===== src/rtl/core_pkg.sv =====
// ---------------------------------------------------------------------------
// core_pkg
// Shared core-wide constants and types: instruction width, default PC width,
// reset fetch address, PC / instruction typedefs and a saturating 32-bit
// increment helper used by the optional fetch statistics counters.
// ---------------------------------------------------------------------------
package core_pkg;

    localparam int INST_W = 16;
    localparam int PC_W   = 16;
    localparam logic [15:0] RESET_PC = 16'h0000;

    typedef logic [PC_W-1:0]   pc_t;
    typedef logic [INST_W-1:0] inst_t;

    // Increment that sticks at all-ones instead of wrapping.
    function automatic logic [31:0] sat_inc32(input logic [31:0] value);
        logic [31:0] result;
        if (value == 32'hFFFF_FFFF) begin
            result = value;
        end else begin
            result = value + 32'd1;
        end
        return result;
    endfunction

endpackage


===== src/rtl/fetch_stage_if.sv =====
// ---------------------------------------------------------------------------
// fetch_stage_if
// Bundles the fetch stage's instruction-memory bus and its IF/ID boundary.
//   imem_addr / imem_rdata : synchronous instruction memory (1-cycle latency)
//   stall_id, redirect, redirect_pc, is_halt_id : control from ID / branch unit
//   inst_id, pc_id, flushed, halted            : instruction presented to ID
// Modports: master = fetch stage, slave = memory plus decoder/branch side.
// ---------------------------------------------------------------------------
interface fetch_stage_if #(
    parameter int PC_W = core_pkg::PC_W
);
    logic [PC_W-1:0]              imem_addr;
    logic [core_pkg::INST_W-1:0]  imem_rdata;
    logic                         stall_id;
    logic                         redirect;
    logic [PC_W-1:0]              redirect_pc;
    logic                         is_halt_id;
    logic [core_pkg::INST_W-1:0]  inst_id;
    logic [PC_W-1:0]              pc_id;
    logic                         flushed;
    logic                         halted;

    modport master (
        output imem_addr,
        input  imem_rdata,
        input  stall_id,
        input  redirect,
        input  redirect_pc,
        input  is_halt_id,
        output inst_id,
        output pc_id,
        output flushed,
        output halted
    );

    modport slave (
        input  imem_addr,
        output imem_rdata,
        output stall_id,
        output redirect,
        output redirect_pc,
        output is_halt_id,
        input  inst_id,
        input  pc_id,
        input  flushed,
        input  halted
    );
endinterface


===== src/rtl/fetch_stage_inst_hold_reg.sv =====
// ---------------------------------------------------------------------------
// inst_hold_reg
// One-entry hold register for the IF/ID boundary. While ID stalls, the
// memory output moves on to the next address, so the instruction sitting in
// ID is captured on the first stall cycle and replayed from here.
// Ports:
//   clk, reset  : clock, synchronous active-high reset
//   imem_rdata  : instruction memory read data
//   stall       : ID is stalling this cycle (capture on first cycle)
//   clear       : drop any held instruction (normal advance or redirect)
//   inst        : instruction to present to ID
//   valid       : held instruction is being presented
// With neither stall nor clear asserted the register simply keeps its state.
// ---------------------------------------------------------------------------
module inst_hold_reg
    import core_pkg::*;
(
    input  logic  clk,
    input  logic  reset,
    input  inst_t imem_rdata,
    input  logic  stall,
    input  logic  clear,
    output inst_t inst,
    output logic  valid
);

    inst_t hold_inst_r;
    logic  hold_v_r;

    // Capture on the first stall cycle, keep through later stall cycles.
    always_ff @(posedge clk) begin
        if (reset) begin
            hold_v_r    <= 1'b0;
            hold_inst_r <= {INST_W{1'b0}};
        end else if (clear) begin
            hold_v_r    <= 1'b0;
            hold_inst_r <= hold_inst_r;
        end else if (stall && !hold_v_r) begin
            hold_v_r    <= 1'b1;
            hold_inst_r <= imem_rdata;
        end else begin
            hold_v_r    <= hold_v_r;
            hold_inst_r <= hold_inst_r;
        end
    end

    assign inst  = hold_v_r ? hold_inst_r : imem_rdata;
    assign valid = hold_v_r;

endmodule


===== src/rtl/fetch_stage.sv =====
// ---------------------------------------------------------------------------
// fetch_stage
// Instruction fetch and IF/ID boundary. Owns the PC, addresses the
// synchronous instruction memory and presents one instruction per cycle to
// the decoder with its PC and a bubble qualifier (flushed).
// Per-cycle priority: reset > redirect > halt > stall > normal advance.
// Ports:
//   clk, reset : clock, synchronous active-high reset
//   bus        : fetch_stage_if.master (memory bus + IF/ID signals)
//   perf_fetched, perf_flushed : saturating statistics, present only when
//                                the FETCH_PERF_EN macro is defined
// ---------------------------------------------------------------------------
module fetch_stage
    import core_pkg::*;
#(
    parameter int              PC_W     = core_pkg::PC_W,
    parameter logic [PC_W-1:0] RESET_PC = PC_W'(core_pkg::RESET_PC)
) (
    input  logic         clk,
    input  logic         reset,
    fetch_stage_if.master bus
`ifdef FETCH_PERF_EN
    ,
    output logic [31:0]  perf_fetched,
    output logic [31:0]  perf_flushed
`endif
);

    logic [PC_W-1:0] pc_f_r;
    logic [PC_W-1:0] pc_d_r;
    logic            flush_q_r;
    logic            halt_q_r;

    logic            redirect_s;
    logic            halt_go_s;
    logic            stall_s;
    logic            normal_s;
    logic            hold_clear_s;
    logic            hold_valid_s;
    logic            flushed_s;

    // Decode this cycle's action; once halted every input is ignored.
    always_comb begin
        redirect_s   = 1'b0;
        halt_go_s    = 1'b0;
        stall_s      = 1'b0;
        normal_s     = 1'b0;
        if (halt_q_r) begin
            redirect_s = 1'b0;
        end else if (bus.redirect) begin
            redirect_s = 1'b1;
        end else if (bus.is_halt_id && !flush_q_r) begin
            // redirect and halt_q are already excluded, so flushed == flush_q
            halt_go_s = 1'b1;
        end else if (bus.stall_id) begin
            stall_s = 1'b1;
        end else begin
            normal_s = 1'b1;
        end
        hold_clear_s = redirect_s | normal_s;
    end

    // PC, bubble and halt state.
    always_ff @(posedge clk) begin
        if (reset) begin
            pc_f_r    <= RESET_PC;
            pc_d_r    <= {PC_W{1'b0}};
            flush_q_r <= 1'b1;
            halt_q_r  <= 1'b0;
        end else if (redirect_s) begin
            // Next cycle's memory data still belongs to the old path.
            pc_f_r    <= bus.redirect_pc;
            pc_d_r    <= bus.redirect_pc;
            flush_q_r <= 1'b1;
            halt_q_r  <= halt_q_r;
        end else if (halt_go_s) begin
            pc_f_r    <= pc_f_r;
            pc_d_r    <= pc_d_r;
            flush_q_r <= flush_q_r;
            halt_q_r  <= 1'b1;
        end else if (normal_s) begin
            pc_f_r    <= pc_f_r + {{(PC_W-1){1'b0}}, 1'b1};
            pc_d_r    <= pc_f_r;
            flush_q_r <= 1'b0;
            halt_q_r  <= halt_q_r;
        end else begin
            // stall or halted: everything freezes
            pc_f_r    <= pc_f_r;
            pc_d_r    <= pc_d_r;
            flush_q_r <= flush_q_r;
            halt_q_r  <= halt_q_r;
        end
    end

    inst_hold_reg u_hold (
        .clk        (clk),
        .reset      (reset),
        .imem_rdata (bus.imem_rdata),
        .stall      (stall_s),
        .clear      (hold_clear_s),
        .inst       (bus.inst_id),
        .valid      (hold_valid_s)
    );

    // The redirect term is combinational so the instruction in ID during a
    // redirect cycle is squashed.
    assign flushed_s     = flush_q_r | bus.redirect | halt_q_r;
    assign bus.imem_addr = pc_f_r;
    assign bus.pc_id     = pc_d_r;
    assign bus.flushed   = flushed_s;
    assign bus.halted    = halt_q_r;

`ifdef FETCH_PERF_EN
    logic [31:0] perf_fetched_r;
    logic [31:0] perf_flushed_r;

    // Saturating counts of delivered instructions and of bubble cycles.
    always_ff @(posedge clk) begin
        if (reset) begin
            perf_fetched_r <= 32'd0;
            perf_flushed_r <= 32'd0;
        end else begin
            if (!flushed_s && !bus.stall_id) begin
                perf_fetched_r <= sat_inc32(perf_fetched_r);
            end else begin
                perf_fetched_r <= perf_fetched_r;
            end
            if (flushed_s && !halt_q_r) begin
                perf_flushed_r <= sat_inc32(perf_flushed_r);
            end else begin
                perf_flushed_r <= perf_flushed_r;
            end
        end
    end

    assign perf_fetched = perf_fetched_r;
    assign perf_flushed = perf_flushed_r;
`endif

    // Held-entry status is not needed by the control path.
    logic unused_s;
    assign unused_s = hold_valid_s;

endmodule


===== src/flat_wrapper.sv =====
// flat-port wrapper written by rule: the top's interface ports become plain ports
module fetch_stage_flat import core_pkg::*;
#(
    parameter int              PC_W     = core_pkg::PC_W,
    parameter logic [PC_W-1:0] RESET_PC = PC_W'(core_pkg::RESET_PC)
)
  (clk, reset, bus_imem_addr, bus_imem_rdata, bus_stall_id, bus_redirect, bus_redirect_pc, bus_is_halt_id, bus_inst_id, bus_pc_id, bus_flushed, bus_halted);
  fetch_stage_if #(.PC_W(PC_W)) bus_i ();
  input  logic clk;
  input  logic reset;
  output wire logic [$bits(bus_i.imem_addr)-1:0] bus_imem_addr;
  input wire logic [$bits(bus_i.imem_rdata)-1:0] bus_imem_rdata;
  input wire logic [$bits(bus_i.stall_id)-1:0] bus_stall_id;
  input wire logic [$bits(bus_i.redirect)-1:0] bus_redirect;
  input wire logic [$bits(bus_i.redirect_pc)-1:0] bus_redirect_pc;
  input wire logic [$bits(bus_i.is_halt_id)-1:0] bus_is_halt_id;
  output wire logic [$bits(bus_i.inst_id)-1:0] bus_inst_id;
  output wire logic [$bits(bus_i.pc_id)-1:0] bus_pc_id;
  output wire logic [$bits(bus_i.flushed)-1:0] bus_flushed;
  output wire logic [$bits(bus_i.halted)-1:0] bus_halted;
  assign bus_imem_addr = bus_i.imem_addr;
  assign bus_i.imem_rdata = bus_imem_rdata;
  assign bus_i.stall_id = bus_stall_id;
  assign bus_i.redirect = bus_redirect;
  assign bus_i.redirect_pc = bus_redirect_pc;
  assign bus_i.is_halt_id = bus_is_halt_id;
  assign bus_inst_id = bus_i.inst_id;
  assign bus_pc_id = bus_i.pc_id;
  assign bus_flushed = bus_i.flushed;
  assign bus_halted = bus_i.halted;
  fetch_stage #(.PC_W(PC_W), .RESET_PC(RESET_PC)) u_core (.clk(clk), .reset(reset), .bus(bus_i));
endmodule

===== config.mk =====
export PLATFORM = sky130hd
export DESIGN_NAME = fetch_stage_flat
export DESIGN_NICKNAME = d
export VERILOG_FILES = /design/src/rtl/core_pkg.sv /design/src/rtl/fetch_stage_if.sv /design/src/rtl/fetch_stage_inst_hold_reg.sv /design/src/rtl/fetch_stage.sv /design/src/flat_wrapper.sv
export SDC_FILE = /design/constraint.sdc
export NUM_CORES = 1
export LEC_CHECK = 0
export CORE_MARGIN = 3
export CORE_UTILIZATION = 40
export DETAILED_ROUTE_END_ITERATION = 16
export GPL_TIMING_DRIVEN = 0
export PLACE_DENSITY = 0.72
export SETUP_SLACK_MARGIN = 0.05
export SLEW_MARGIN = 15
export SYNTH_ARGS = -nofsm -noshare
export SYNTH_HDL_FRONTEND = slang
export SYNTH_SLANG_ARGS = --single-unit

===== constraint.sdc =====
create_clock -name clk -period 5.1 [get_ports clk]
set_clock_uncertainty 0.05 [all_clocks]
set_input_delay 1.53 -clock clk [delete_from_list [all_inputs] [get_ports clk]]
set_output_delay 1.53 -clock clk [all_outputs]
set_load 0.03 [all_outputs]

# Yosys cells after proc, flatten, opt, wreduce, memory -nomap -nowiden

Index checks and enable logic that the tools add are counted.

Add/sub/neg operators: 1
Equality and inequality tests: 1
Mux-type cells: 20
Bitwise operators: 6
Reductions and logical operators: 11

Operator list:

| operator                | number |
|---|---|
| $mux W16                | 7 |
| $add A16 B1 Y16 const B | 1 |
| $mux W1                 | 13 |
| $reduce_and A2 Y1       | 4 |
| $reduce_or A2 Y1        | 2 |
| $not A1 Y1              | 3 |
| $or A1 B1 Y1            | 3 |
| $logic_and A1 B1 Y1     | 2 |
| $logic_not A1 Y1        | 2 |
| $ne A2 B1 Y1 const B    | 1 |
| $reduce_bool A2 Y1      | 1 |

Register bits after elaboration: 51
Input bits: 37
Output and inout bits: 50
Logic and storage cells: 45

# Longest topological paths before layout

Depth in word-level cells: 8
Mapped depth: 6
Gate-level depth less buffers: 5

# Hierarchy

A second synthesis with hierarchy kept.

Cell total of the unflattened synthesis: 280
Area, all modules: 2526.2 µm²

Modules (own cells, without submodules):

| module        | instances | cells an instance | area an instance (µm²) | seq. area each (µm²) |
|---|---|---|---|---|
| fetch_stage   | 1         | 189               | 1565.3                 | 680.7 |
| inst_hold_reg | 1         | 91                | 960.9                  | 340.3 |

# Worst setup path before layout

Ideal clock, no wire load.

Path kind: input to output
Start: input bus_redirect
End: output bus_flushed
Arrival time: 1.978 ns
Required time: 3.520 ns
Path slack: 1.542 ns
Cell stages on the path: 1
Buffers on the path: 0
Cells stage by stage: or3_1

Longest elaborated chain between the ends: 2

Ends and longest elaborated chain:

| what                      | line               | RTL |
|---|---|---|
| from (decl)               | flat_wrapper.sv:14 | `input wire logic [$bits(bus_i.redirect)-1:0] bus_redirect;` |
| $or A1 B1 Y1 (2 in a row) | fetch_stage.sv:107 | `assign flushed_s = flush_q_r \| bus.redirect \| halt_q_r;` |
| to (decl)                 | flat_wrapper.sv:19 | `output wire logic [$bits(bus_i.flushed)-1:0] bus_flushed;` |

No other way between the ends.

# Final worst setup path

Ends and elaborated chain as after synthesis.

==> impl_results.md <==
* Run status: finished, final reports clean
* Ports placed on the boundary at 87
* Mapped Nets at 330
* Number of unique standard cell types used by synthesis at 46
* Final Max Tran Viols at 0
* Cell type with the highest aggregate area in the netlist: dfxtp_1
* Pin count of the biggest net entering global routing at 16
* Port bufs at 85
* Cell types with the largest area share after synthesis: dfxtp_1 (40%), mux2_2 (7.0%), nor2_1 (6.3%)
* Met2 track demand over resource at 0.313
* # Max-Cap Violations at 0
* Post-synth EDFFs at 0
* Most used standard cells in the synthesized netlist: dfxtp_1 (51), nor2_1 (43), nand2_1 (37)
* Cell Chain, Critical Path: clkdlybuf4s50_1 -> or3_1 -> clkdlybuf4s50_1
* Number of synthesis warnings at 0
* Initial core utilization at 0.425
* Static leakage power at 1.43 nW
* RSZ-0062 raised after global routing: no
* RD Place Congestion at 0.834
* Max stage delay cell, worst path: clkdlybuf4s50_1
* Setup TNS after final layout at 0 ps
* Peak supply drop at 0.136 mV
* Most used cell, CP: clkdlybuf4s50_1
* TritonCTS Buffers at 5
* Cell class contributing the biggest share of worst-path delay: buffers and inverters
* Async set-reset flop share out of synthesis at 0
* Routed Antenna Nets at 0
* First-pass GRT wire length at 11.9 mm
* Post-DP HPWL at 5.15 mm
* Total via count in the routed design at 2,510
* Number of flip-flops and latches in the synthesized netlist at 51
* CP endpoint kind: primary output
* GR Util met1 at 0.262
* Via count of the first global-routing pass at 2,486
* Simple-gate share of the synthesized area at 0.226
* Critical path type: input port to primary output
* Setup Fix Bufs, Post-CTS at 0
* Total buffers and inverters traversed by the critical path at 2
* Final hold viol count at 0
* Global router's overall resource usage at 0.194
* Post-layout instance area at 0.00364 mm2
* Number of gates given a new drive strength after cts at 0
* Synthesized area per cell at 8.82 um2
* Overall die height at 86.2 um
* Post-Syn Instances at 292
* Worst Setup Slack post-DPL at 550 ps
* Overall power at 1.01 mW
* Longest individual stage delay on the worst path at 600 ps
* Share of cells above drive strength 1 at 0.130
* Total clock sinks at 51
* Overflow left after global routing at 0
* Data required time of the worst path at 3520 ps
* Combinational family with the most area after synthesis: simple AND/OR/NAND/NOR gates
* Mux cell area share after synthesis at 0.132
* Number of nets in the finished design at 422
* Met3 demand-to-capacity share in global routing at 0.0504
* Hold Path Class: flip-flop to flip-flop
* Post-Route Utilization at 0.600
* Most used routing layer in global routing: met2
* Slack of the critical path at 566 ps
* Synthesized-area fraction occupied by xor and xnor cells at 0
* Longest Clk Path Bufs at 2
* Drt wl/cell at 15.3 um
* Startpoint type of the worst setup path: input port
* Complex-gate fraction of the synthesized area at 0.180
* Adder-Cell Fraction of Synth Area at 0.00486
* Largest driver fanout on the critical path at 5
* Remaining max-slew budget at the tightest pin at 0.619
* Floorplan row count at 28
* TritonCTS clock tree: built
* Cell area power density at 279 mW/mm2
* Hold Buf Count CTS at 0
* Drt drc at 0
* Core box area at 0.00606 mm2
* Most numerous cell in the Yosys netlist: dfxtp_1
* Clock transition at the registers of the reported paths at 90 ps
* Worst path arrival time at 2950 ps
* Total Die Area at 0.00744 mm2
* Seq/Total Area, Yosys at 0.397
* Number of H-tree branching levels at 2
* Antenna diode count at 0
* Total wire length after detailed routing at 7.03 mm
* Routed via count divided by cell count at 5.46
* Antenna violations before repair at 0
* Peak clock frequency supported by timing at 0.221 GHz
* Final worst-path cycle share at 0.889
* Detailed router's first-iteration violation count at 144
* Insertion delay of the later-clocked pin in the worst-skew pair at 300 ps
* Final critical-path required period at 4530 ps
* Placement Cell Area at 0.00352 mm2
* Final setup violation count at 0
* Most used flip-flop cell after synthesis: dfxtp_1
* Area share of the leading cell type in the synthesized netlist at 0.397
* Area delta synth->final at 41.3%
* Overall die width at 86.2 um
* Detailed-routing iteration count for the pre-antenna-repair pass at 4
* Mapped cell area at 0.00257 mm2
* Clock Tree Root: clkbuf_8
* Pin slew with the least headroom to its limit at 572 ps
## path summary, 6_finish.rpt
path,startpoint,end,slack [ps],depth (start not counted)
worst max-delay path,bus_redirect,bus_flushed,570,3
worst min register to register,u_core.flush_q_r,u_core.flush_q_r,420,2
worst max register to register,u_core.bus.imem_addr[0],u_core.bus.imem_addr[10],3110,6
worst min-delay path,u_core.flush_q_r,u_core.flush_q_r,420,2
## sequential cells by signal, indices dropped and copies added (netlist names)
name,count
u_core.u_hold.valid,1
u_core.bus.imem_addr,16
u_core.u_hold.hold_inst_r,16
u_core.bus.pc_id,16
u_core.flush_q_r,1
u_core.bus.halted,1
## layout by cell type, fill, tap and decap left out, types with 7 or more instances in the layout
| cell type | n |
|---|---|
| dfxtp_1 | 51 |
| mux2i_1 | 16 |
| mux2_2 | 16 |
| nor2_1 | 43 |
| clkbuf_1 | 7 |
| clkdlybuf4s50_1 | 85 |
| nand3_1 | 7 |
| a21oi_1 | 10 |
| a311oi_1 | 17 |
| nand2_1 | 37 |
| buf_2 | 9 |
## power breakdown
part           switching (mW)  leakage (nW)  internal [mW]
Clock                   0.135        0.0612          0.159
Sequential             0.0249         0.420          0.427
Combinational           0.145         0.952          0.123
Total                   0.306          1.43          0.709
## tightest hold or removal path: stages (launching register included)
cell     delay [ps]
dfxtp_1         320
o21ai_0          70
nand2_1          40
## area by class of cell
cell class	instances	area, um2
fill	556	2420
timing repair buffer	85	851
clock inverter	2	35.0
buffer	25	151
tap	75	93.8
sequential	51	1020
inverter	1	3.75
clock buffer	6	82.6
multi-input combinational	215	1400
## logic make-up (layout without fill, tap and decap cells)
logic type      Yosys count  count (layout)
compound gates           61              61
fa+ha+maj                 1               1
buf+inv                  26             119
flops                    51              51
mux                      32              32
simple gates            121             121
## metal layers
layer | wire length (um) | part of all wire
met2 | 3170 | 0.45
met1 | 3220 | 0.46
met3 | 588 | 0.084
met5 | 0 | 0
met4 | 63 | 0.0090
## per-stage QoR
step	instances	hold slack [ps]
after global routing	460	476
after detailed placement	452	417
final	460	424
after CTS	460	430
after global placement	452	407
after floorplan	292	389
Power figures use the tool's default switching activity.
